[config.mk]
export PLATFORM = sky130hd
export DESIGN_NAME = compress_offset_unit_mlane
export DESIGN_NICKNAME = d
export VERILOG_FILES = /design/src/rtl/compress_offset_unit_mlane_pkg.sv /design/src/rtl/compress_offset_unit_mlane_prefix_popcount.sv /design/src/rtl/compress_offset_unit_mlane.sv
export SDC_FILE = /design/constraint.sdc
export NUM_CORES = 1
export LEC_CHECK = 0
export CAP_MARGIN = 20
export CORE_MARGIN = 2
export CORE_UTILIZATION = 23
export DETAILED_ROUTE_END_ITERATION = 7
export MAX_ROUTING_LAYER = met4
export PLACE_DENSITY_LB_ADDON = 0.12
export SYNTH_ARGS = -nofsm -noshare
export SYNTH_HDL_FRONTEND = slang
export SYNTH_SLANG_ARGS = --single-unit
[constraint.sdc]
create_clock -name CLK -period 4.65 [get_ports CLK]
set_clock_uncertainty 0.2 [all_clocks]
set_input_delay 0.6975 -clock CLK [delete_from_list [all_inputs] [get_ports CLK]]
set_output_delay 0.6975 -clock CLK [all_outputs]
set_load 0.02 [all_outputs]
[src/rtl/compress_offset_unit_mlane_pkg.sv]
// Shared types and default sizing for the multi-lane vcompress offset unit.
package compress_offset_unit_mlane_pkg;

    localparam int COU_LANES_DEF = 4;
    localparam int COU_MAXVL_DEF = 32;

    typedef enum logic [1:0] {
        COU_IDLE = 2'd0,
        COU_SCAN = 2'd1,
        COU_DONE = 2'd2
    } cou_state_t;

endpackage

[src/rtl/compress_offset_unit_mlane_prefix_popcount.sv]
// Exclusive prefix popcount per lane plus the total population count.
module prefix_popcount #(
    parameter int N = 4,
    parameter int W = $clog2(N) + 1
) (
    input  logic [N-1:0]        bits_i,
    output logic [N-1:0][W-1:0] pre_o,
    output logic [W-1:0]        total_o
);

    logic [W-1:0] acc;

    // Ripple accumulate; N is small so a linear chain is fine for timing.
    always_comb begin
        acc   = '0;
        pre_o = '0;
        for (int i = 0; i < N; i++) begin
            pre_o[i] = acc;
            acc      = acc + W'(bits_i[i]);
        end
        total_o = acc;
    end

endmodule

[src/rtl/compress_offset_unit_mlane.sv]
// Scans the vcompress source mask LANES elements per cycle and produces
// per-lane write enables and dense destination offsets plus the final count.
module compress_offset_unit_mlane
    import compress_offset_unit_mlane_pkg::*;
#(
    parameter int LANES = COU_LANES_DEF,
    parameter int MAXVL = COU_MAXVL_DEF,
    parameter int OFF_W = $clog2(MAXVL)
) (
    input  logic                        CLK,
    input  logic                        RST,
    input  logic                        ena,
    input  logic [OFF_W:0]              vl,
    input  logic                        stall,
    input  logic [LANES-1:0]            mask_in,
    output logic [OFF_W-1:0]            elem_idx,
    output logic                        checking_mask,
    output logic [LANES-1:0]            wen,
    output logic [LANES-1:0][OFF_W-1:0] woffset,
    output logic                        busy,
    output logic                        done,
    output logic [OFF_W:0]              count
);

    localparam int PC_W = $clog2(LANES) + 1;

    cou_state_t state_q, state_d;
    logic [OFF_W-1:0] elem_idx_q, elem_idx_d;
    logic [OFF_W:0]   base_q, base_d;
    logic [OFF_W:0]   vl_q, vl_d;
    logic [OFF_W:0]   count_q, count_d;

    logic                       scan;
    logic [LANES-1:0]           valid;
    logic [LANES-1:0]           m;
    logic [LANES-1:0][PC_W-1:0] pre;
    logic [PC_W-1:0]            total;
    logic [OFF_W:0]             idx_ext;
    logic [OFF_W:0]             base_sum;
    logic                       last_grp;

    assign scan    = (state_q == COU_SCAN);
    assign idx_ext = {1'b0, elem_idx_q};

    // Tail lanes beyond vl are masked off so they neither write nor count.
    for (genvar i = 0; i < LANES; i++) begin : g_valid
        assign valid[i] = (idx_ext + (OFF_W+1)'(i)) < vl_q;
    end

    assign m = mask_in & valid & {LANES{scan}};

    prefix_popcount #(.N(LANES), .W(PC_W)) u_pc (
        .bits_i  (m),
        .pre_o   (pre),
        .total_o (total)
    );

    assign base_sum = base_q + (OFF_W+1)'(total);
    assign last_grp = (idx_ext + (OFF_W+1)'(LANES)) >= vl_q;

    for (genvar i = 0; i < LANES; i++) begin : g_off
        assign woffset[i] = scan ? OFF_W'(base_q + (OFF_W+1)'(pre[i])) : '0;
    end

    assign wen           = m;
    assign checking_mask = scan;
    assign elem_idx      = elem_idx_q;
    assign busy          = (state_q != COU_IDLE);
    assign done          = (state_q == COU_DONE);
    assign count         = count_q;

    always_comb begin
        state_d    = state_q;
        elem_idx_d = elem_idx_q;
        base_d     = base_q;
        vl_d       = vl_q;
        count_d    = count_q;
        case (state_q)
            COU_IDLE: begin
                if (ena) begin
                    count_d = '0;
                    if (vl != '0) begin
                        vl_d       = vl;
                        elem_idx_d = '0;
                        base_d     = '0;
                        state_d    = COU_SCAN;
                    end else begin
                        state_d = COU_DONE;
                    end
                end
            end
            COU_SCAN: begin
                if (!stall) begin
                    base_d     = base_sum;
                    elem_idx_d = elem_idx_q + OFF_W'(LANES);
                    if (last_grp) begin
                        count_d = base_sum;
                        state_d = COU_DONE;
                    end
                end
            end
            COU_DONE: state_d = COU_IDLE;
            default:  state_d = COU_IDLE;
        endcase
    end

    always_ff @(posedge CLK or posedge RST) begin
        if (RST) begin
            state_q    <= COU_IDLE;
            elem_idx_q <= '0;
            base_q     <= '0;
            vl_q       <= '0;
            count_q    <= '0;
        end else begin
            state_q    <= state_d;
            elem_idx_q <= elem_idx_d;
            base_q     <= base_d;
            vl_q       <= vl_d;
            count_q    <= count_d;
        end
    end

endmodule

==> results.cfg <==
[power]
power_density_nw_per_um2 = 607.6
p_sw_share_pct = 47.88
seq_power_share_pct = 20.7
irDropWorstVdd_v = 0.0001819
p_sw_w = 0.0007924
p_total_w = 0.001655
leakage_nw = 1.262
pwr-share-comb_pct = 71.3
p_int_w = 0.0008626
clockPowerShare_pct = 8.0

[setup_path]
crit_fanout = 5
path_common_cell = ha_1
required_ns = 3.75
max_stage_delay_ns = 0.60
cp_slowest_cell = clkdlybuf4s50_1
crit_chain = buf_4 -> ha_1 -> o21a_1 -> o21ai_0 -> nand2b_1 -> a31oi_4 -> ha_1 -> ha_1 -> fa_1 -> xnor2_1 -> nor2_1 -> clkdlybuf4s50_1
arrival_ns = 3.58
critPathKind = register to primary output
cp-start-kind = register
end_kind = primary output

[grt]
grt_pass1_vias = 1701
grt_pass1_wl_mm = 9.018
grt_usage_pct = 11.99
antenna_found_initial = 0
grt_max_degree = 24
overflow = 0

[synthesis]
synth.distinct_cells = 45
netlist_instances = 216
synth_area_um2 = 2011
ys_ff_latch = 23
synth-edff-count = 0
yosysSeqAreaShare_pct = 28.62
synth-async-reset-ratio_pct = 100.0
ys_warn_count = 0
synthFlopType = dfrtp_1
syn_avg_cell_area_um2 = 9.309

[placement]
hpwlAfterDp_mm = 4.099
place.port_buffers = 49
globalplace.congestion = 0.7846
pre_cts_ws_ns = 0.07520

[route]
dr.pass1.iters = 4
via_per_inst = 4.347
drt_iter0_drc = 48
post_drt_wl_per_cell_um = 14.01
num_vias = 1639
drc_errors = 0
ant_nets = 0
drt-total-wl_mm = 5.281

[finish]
fillers = 933
mostFrequentLayoutCells = clkdlybuf4s50_1 (44), ha_1 (28), dfrtp_1 (23)
final_common_cell = clkdlybuf4s50_1
layout-drive-gt1-share_pct = 13.01
final_nets = 317
n_antenna_cell = 0
syn_to_final_growth_pct = 35.47

[clock_network]
root_buffer = clkbuf_8
clock_sinks = 23
htree_levels = 1
clockBufferDepth = 2
cts_tree = built
ctsHoldBuffers = 0
clkSlewWorstSetupHoldPaths_ns = 0.09
cts_buffers = 3
insertion_delay_ns = 0.27

[die]
die_w_um = 97.50
ios = 52
start_util_pct = 23.40
rows = 34
die_h_um = 97.50
coreArea_um2 = 8593
die_area_um2 = 9506

[job]
maxCapViolCount = 0

[timing]
finalHoldViolations = 0
drv_slew = 0
finalCritPeriodShare_pct = 96.25
worst_slew_pin_slew_ns = 0.6947
slew_headroom_pct = 53.60
rsz0062_at_grt = false
period_needed_ns = 4.476
tns_ns = 0
max_freq_ghz = 0.2234
setup_slack_ns = 0.1741
finalSetupViolations = 0

[run_status]
outcome = finished clean

[worst_hold_path]
hp-class = register to register
-- kinds of logic after synthesis --
group / synth area share, %
AO/OA/AOI/OAI: 13.69
adder cells (fa/ha/maj): 22.40
other: 0.1865
flip-flops: 28.62
buffers and inverters: 6.284
XOR/XNOR: 4.356
multiplexers: 6.161
AND/OR/NAND/NOR: 18.30
-- state kept, by name, indices dropped and copies added (netlist names) --
| name | count |
|---|---|
| base_q | 6 |
| count | 6 |
| vl_q | 6 |
| elem_idx | 3 |
| state_q | 2 |
-- Yosys cell counts (all sizes together), types with 2 or more instances --
cell type / n / area, um^2
dfrtp: 23 / 575.6
ha: 28 / 350.3
nand3b: 3 / 22.52
xor2: 7 / 61.31
mux2: 11 / 123.9
buf: 6 / 40.03
a21oi: 9 / 45.04
nand2b: 3 / 18.77
nand2: 11 / 41.29
o21ai: 12 / 67.57
or2: 2 / 12.52
a31oi: 3 / 18.77
a21o: 2 / 16.27
inv: 17 / 63.81
nor2: 20 / 75.07
a22o: 4 / 37.54
nor3: 3 / 15.01
a211oi: 3 / 32.53
clkbuf: 6 / 22.52
o211ai: 2 / 15.01
xnor2: 3 / 26.28
and2: 9 / 56.30
nand3: 5 / 25.02
nor2b: 6 / 37.54
or3: 3 / 18.77
fa: 5 / 100.1
-- layout make-up --
class,count,area [um^2],area share [%]
tap,108,135.1,4.961
timing repair buffer,57,559.3,20.53
clock buffer,4,45.04,1.654
sequential,23,575.6,21.13
inverter,17,63.81,2.343
multi-input combinational,168,1345,49.38
-- path summary, 6_finish.rpt --
path | from | cells after the start | slack (ns) | end
hold / removal | count[5]$_DFFE_PP0P_ | 1 | 0.32 | count[5]$_DFFE_PP0P_
max in group asynchronous | RST | 3 | 3.24 | elem_idx[4]$_DFFE_PP0P_
setup / recovery | elem_idx[2]$_DFFE_PP0P_ | 12 | 0.17 | woffset[12]
min in group asynchronous | RST | 2 | 0.55 | count[3]$_DFFE_PP0P_
hold reg to reg | count[5]$_DFFE_PP0P_ | 1 | 0.32 | count[5]$_DFFE_PP0P_
setup reg to reg | elem_idx[2]$_DFFE_PP0P_ | 15 | 0.32 | count[4]$_DFFE_PP0P_
-- power by group through the flow --
stage                     clock [W]  combinational [W]  sequential (W)
after floorplan                   0           0.000728        0.000346
after global routing       0.000141            0.00134        0.000357
after detailed placement          0            0.00117        0.000348
after global placement            0            0.00117        0.000347
after CTS                  0.000136            0.00119        0.000344
final                      0.000133            0.00118        0.000342
-- per-layer routing --
metal  GRT usage (%)  up-vias  part of all wire (%)
li1                -      847                     -
met1           16.50      758                    50
met2           18.99       34                    47
met3           1.295        0                   2.9
met4           2.885        0                     0
met5               -        -                     0
-- stage by stage --
step	utilization (%)	std cells	hold WS [ns]	area [um^2]
2_1_floorplan	-	220	0.2886	2026
3_3_place_gp	30.74	372	0.2919	2641
3_5_place_dp	30.74	372	0.3027	2641
4_1_cts	31.38	376	0.3288	2696
5_1_grt	31.70	377	0.3423	2724
6_report	31.70	377	0.3239	2724
-- what timing repair did --
item | CTS | global route
setup endpoints to repair | 5 | 6
gates resized for setup | 4 | 6
endpoints found under the hold margin | 0 | 0
setup buffers | 0 | 0
-- critical path: cells and delay by family, from the launching register on --
| family | cells | cell delay [ns] |
|---|---|---|
| adders and majority gates | 4 | 1.22 |
| buffers and inverters | 2 | 0.75 |
| AOI/OAI and AO/OA | 3 | 0.55 |
| DFF | 1 | 0.38 |
| and+or+nand+nor | 2 | 0.25 |
| xor gates and xnor gates | 1 | 0.15 |
No activity file was read; power rests on OpenSTA's default activity.
